**src/rtl/if_pc_unit_pkg.sv**
```systemverilog
// Shared constants and FSM encodings for the instruction-fetch PC unit.
package if_pc_unit_pkg;

   localparam logic [31:0] PC_STEP    = 32'd4;
   localparam logic [31:0] RET_OFFSET = 32'd8;
   localparam logic [31:0] NOP_INSTR  = 32'h0000_0000;

   typedef enum logic [1:0] {
      st_fill = 2'd0,
      st_run  = 2'd1,
      st_hold = 2'd2
   } fetch_state_e;

endpackage

```
**src/rtl/ifid_pipe_reg.sv**
```systemverilog
// IF/ID pipeline register: instruction, its address and the jal/jalr return address.
module ifid_pipe_reg
   import if_pc_unit_pkg::*;
(
   input  logic        clk,
   input  logic        reset,
   input  logic        en,
   input  logic [31:0] instr_in,
   input  logic [31:0] pc_in,
   output logic [31:0] instr,
   output logic [31:0] pc,
   output logic [31:0] pc8,
   output logic        valid
);

   always_ff @(posedge clk) begin
      if (reset) begin
         instr <= NOP_INSTR;
         pc    <= 32'h0;
         pc8   <= 32'h0;
         valid <= 1'b0;
      end else if (en) begin
         instr <= instr_in;
         pc    <= pc_in;
         pc8   <= pc_in + RET_OFFSET;
         valid <= 1'b1;
      end
   end

endmodule

```
**src/rtl/if_pc_unit.sv**
```systemverilog
// Fetch-stage PC/nPC pair with one branch delay slot, stall-safe redirect capture
// and the IF/ID register.
module if_pc_unit
   import if_pc_unit_pkg::*;
#(
   parameter logic [31:0] RESET_PC = 32'h0000_0000
) (
   input  logic        clk,
   input  logic        reset,
   input  logic        stall,
   input  logic        redirect,
   input  logic [31:0] target,
   input  logic [31:0] instr_in,
   output logic [31:0] pc_out,
   output logic [31:0] ifid_instr,
   output logic [31:0] ifid_pc,
   output logic [31:0] ifid_pc8,
   output logic        ifid_valid,
   output logic [1:0]  state
);

   fetch_state_e state_q;
   logic [31:0]  pc_q, npc_q, pend_target_q;
   logic         pend_valid_q;
   logic         advance, take;
   logic [31:0]  eff_target;

   // FILL always advances and never redirects; otherwise stall freezes the pipe.
   assign advance    = (state_q == st_fill) || !stall;
   assign take       = (state_q != st_fill) && (redirect || pend_valid_q);
   assign eff_target = (redirect ? target : pend_target_q) & ~32'd3;

   always_ff @(posedge clk) begin
      if (reset) begin
         pc_q          <= RESET_PC;
         npc_q         <= RESET_PC + PC_STEP;
         pend_target_q <= 32'h0;
         pend_valid_q  <= 1'b0;
         state_q       <= st_fill;
      end else begin
         if (advance) begin
            pc_q         <= npc_q;
            npc_q        <= take ? eff_target : npc_q + PC_STEP;
            pend_valid_q <= 1'b0;
         end else if (redirect) begin
            // Remember the redirect across the stall; the latest one wins.
            pend_target_q <= target;
            pend_valid_q  <= 1'b1;
         end

         unique case (state_q)
            st_fill: state_q <= st_run;
            st_run:  state_q <= stall ? st_hold : st_run;
            st_hold: state_q <= stall ? st_hold : st_run;
            default: state_q <= st_fill;
         endcase
      end
   end

   assign pc_out = pc_q;
   assign state  = state_q;

   ifid_pipe_reg u_ifid (
      .clk      (clk),
      .reset    (reset),
      .en       (advance),
      .instr_in (instr_in),
      .pc_in    (pc_q),
      .instr    (ifid_instr),
      .pc       (ifid_pc),
      .pc8      (ifid_pc8),
      .valid    (ifid_valid)
   );

endmodule

```
**config.mk**
```make
export PLATFORM = sky130hd
export DESIGN_NAME = if_pc_unit
export DESIGN_NICKNAME = d
export VERILOG_FILES = /design/src/rtl/if_pc_unit_pkg.sv /design/src/rtl/ifid_pipe_reg.sv /design/src/rtl/if_pc_unit.sv
export SDC_FILE = /design/constraint.sdc
export NUM_CORES = 1
export LEC_CHECK = 0
export CAP_MARGIN = 20
export CORE_MARGIN = 5
export CORE_UTILIZATION = 45
export CTS_CLUSTER_DIAMETER = 80
export DETAILED_ROUTE_END_ITERATION = 16
export PLACE_DENSITY = 0.75
export SYNTH_ARGS = -nofsm -noshare
export SYNTH_HDL_FRONTEND = slang
export SYNTH_SLANG_ARGS = --single-unit
```
**constraint.sdc**
```tcl
create_clock -name clk -period 1.76 [get_ports clk]
set_input_delay 0.264 -clock clk [delete_from_list [all_inputs] [get_ports clk]]
set_output_delay 0.264 -clock clk [all_outputs]
set_load 0.01 [all_outputs]
```
==> impl_metrics.json <==
{
  "outcome": "finished, violations left",
  "failed_checks": "negative setup slack",
  "nNetsFinal": 1345,
  "clock_tree_from_tritoncts": "built",
  "r2r_slack_ns": 0.05,
  "dp.final_hpwl_um": 17740,
  "most-common-layout-cells": "sky130_fd_sc_hd__nand2_1, sky130_fd_sc_hd__clkdlybuf4s50_1, sky130_fd_sc_hd__dfxtp_1",
  "antenna_violation_net_count_after_detailed_routing": 0,
  "post_synth_edffs": 0,
  "route.vias.total": 8189,
  "worst_vdd_rail_ir_drop_mv": 0.7911,
  "nFillCells": 1458,
  "totalNegativeSetupSlack_ns": -0.01460,
  "path_max_fanout": 5,
  "endpoint_kind": "primary output",
  "grt_max_degree": 61,
  "maxCapViolations": 0,
  "first_global_vias": 7738,
  "drive_above_1_share_pct": 15.63,
  "cts_inserted_buffers": 17,
  "global_route.usage.total_pct": 22.94,
  "growth_of_design_area_from_synthesis_to_finish_pct": 44.68,
  "asyncSetResetFlopFracSynth_pct": 0,
  "final_non_filler_cells": 1515,
  "cts.clk_slew.worst_paths_ns": 0.07,
  "critical_path_depth": 1,
  "cts.sinks": 185,
  "timing.critical_path.from_type": "register",
  "postSynthAreaPerCell_um2": 7.845,
  "grt_setup_unrepaired": "true",
  "ys_ff_latch": 185,
  "max_stage_delay_ns": 0.61,
  "cpLargestDelayFamily": "buffers and inverters",
  "yosysWarningCount": 0,
  "clk-insertion-delay-late_ns": 0.44,
  "powerDensity_mw_per_mm2": 900.7,
  "critical_path.slowest_cell": "sky130_fd_sc_hd__clkdlybuf4s50_1",
  "grt_antenna_before_repair": 0,
  "length_of_the_first_detailed_routing_pass_in_iterations": 5,
  "cts_root_buffer": "sky130_fd_sc_hd__clkbuf_16",
  "first_iter_violations": 668,
  "period_needed_ns": 1.775,
  "critical_path_required_ns": 1.50,
  "cts_max_path_buffers": 2,
  "reg_to_reg_endpoint": "u_ifid.pc8[21]",
  "wirelength_um": 24800,
  "io_pins": 199,
  "preCtsSetupSlack_ns": -0.1575,
  "setup_slack_ns": -0.01460,
  "hold_depth": 2,
  "final_max_slew_viol_count": 0,
  "worstReg2RegStart": "pc_out[16]",
  "netlist-cell-type-count": 55,
  "holdCritStartpoint": "reset",
  "reg2reg_depth": 6,
  "start_util_pct": 45.33,
  "grt_pass1_wl_um": 38450,
  "syn_area_mm2": 0.008088,
  "yosysSeqAreaShare_pct": 45.79,
  "final_setup_violating_endpoints": 1,
  "floorplan.die.height_um": 144.1,
  "floorplan.core_area_mm2": 0.01784,
  "post_cts_hold_buffer_count": 0,
  "min_period_over_period_pct": 100.8,
  "rows": 49,
  "worst-endpoint-arrival_ns": 1.51,
  "dpl.cell_count": 1471,
  "syn_inst": 1031,
  "gp_congestion": 0.8725,
  "synth_top_flop_cell": "sky130_fd_sc_hd__dfxtp_1",
  "num_antenna_cells": 0,
  "critical_path.cell_chain": "clkdlybuf4s50_1",
  "port-buffer-count": 190,
  "floorplan.die_area_mm2": 0.02075,
  "mostFrequentLayoutCell": "sky130_fd_sc_hd__nand2_1",
  "dieWidth_um": 144.1,
  "via_per_inst": 5.405,
  "remaining_drc_errors": 0,
  "p_leak_uw": 0.004486,
  "finClkSkew_ns": 0.008264,
  "wl_per_cell_um": 16.37,
  "fmax_mhz": 563.5,
  "globalRoute.totalOverflow": 0,
  "setup.worst_path.class": "register to primary output",
  "timing.critical_path.buf_inv": 1,
  "power_consumption_uw": 10540,
  "end_point_of_the_most_critical_hold_path": "npc_q[10]",
  "min_path_type": "primary input to register",
  "cts_htree_levels": 4,
  "hold_violations": 0
}
[worst max path at each step]
| stage | start | end |
|---|---|---|
| after floorplan | pc_out[16] | u_ifid.pc8[21] |
| after global placement | stall | pc_out[2] |
| after detailed placement | stall | u_ifid.pc[22] |
| after CTS | pc_out[20] | pc_out[20] |
| after global routing | pc_out[12] | u_ifid.pc8[28] |
| final | pc_out[16] | pc_out[16] |
[repair_timing]
action | CTS | global route
pin swaps | 2 | 16
setup buffers | 3 | 7
resized for setup | 29 | 28
endpoints found under the setup margin | 28 | 118
gates cloned | 0 | 2
[cells by family after synthesis]
family                   count (synthesis)  synth area share, %
other                                    1              0.04637
buffers and inverters                   98                4.966
AND/OR/NAND/NOR                        437                24.33
adder cells (fa/ha/maj)                  4               0.6188
multiplexers                            27                3.419
flip-flops                             185                45.79
XOR/XNOR                                25                2.707
AO/OA/AOI/OAI                          254                18.12
[area by class of cell]
type / count / area [um2] / area share, %
Clock buffer: 18 / 439.2 / 3.753
Sequential cell: 185 / 3729 / 31.86
Timing Repair Buffer: 310 / 2995 / 25.60
Tap cell: 229 / 286.5 / 2.449
Multi-Input combinational cell: 753 / 4098 / 35.02
Clock inverter: 14 / 131.4 / 1.123
Inverter: 6 / 22.52 / 0.1925
[layer usage]
metal	global-route usage [%]	wire length [um]
met5	0	0
met1	27.51	10220
met3	6.515	1850
met4	6.938	515
met2	39.96	12210
[cells in the mapped netlist, drive strengths merged (2+ instances only)]
library cell / n / share of area, %
ha: 4 / 0.62
nand2b: 2 / 0.15
nor2b: 5 / 0.39
inv: 6 / 0.28
or4: 2 / 0.19
and3: 7 / 0.54
o211ai: 2 / 0.19
clkbuf: 74 / 3.4
and2: 5 / 0.39
xnor2: 11 / 1.2
nor3: 16 / 0.99
o22ai: 4 / 0.31
a31oi: 10 / 0.77
buf: 18 / 1.3
nand3: 29 / 1.9
a211oi: 29 / 2.7
xor2: 14 / 1.5
nand4: 26 / 2.2
a21oi: 150 / 9.3
and4: 6 / 0.65
a2111oi: 2 / 0.22
a22oi: 6 / 0.56
nor3b: 3 / 0.28
o21ai: 32 / 2.0
nor4: 9 / 1.3
nor2: 59 / 2.8
a41oi: 2 / 0.22
a21o: 2 / 0.19
dfxtp: 185 / 46
o221a: 3 / 0.42
nand2: 263 / 12
mux2: 5 / 0.70
a311oi: 4 / 0.43
mux2i: 22 / 2.7
[report_power, final]
part / switching (uW) / internal (uW) / leakage (uW)
registers: 194 / 4480 / 0.00152
clock network: 1810 / 1910 / 0.000273
logic: 1090 / 1060 / 0.00269
total: 3090 / 7450 / 0.00449
[flip-flops by register name, summed over array words and instances (netlist names)]
name and flops:
npc_q 30, u_ifid.valid 1, u_ifid.instr 32, pend_target_q 30
state 2, pc_out 30, u_ifid.pc8 30, pend_valid_q 1
u_ifid.pc 29
[through the flow]
| step | hold WS, ns | instance area [um2] | util (%) |
|---|---|---|---|
| after floorplan | 0.4000 | 8132 | - |
| after global placement | 0.4369 | 10890 | 61.04 |
| after detailed placement | 0.4423 | 10890 | 61.04 |
| after CTS | 0.1120 | 11490 | 64.42 |
| after global routing | 0.1370 | 11700 | 65.59 |
| final | 0.1196 | 11700 | 65.59 |
Power figures use the tool's default switching activity.
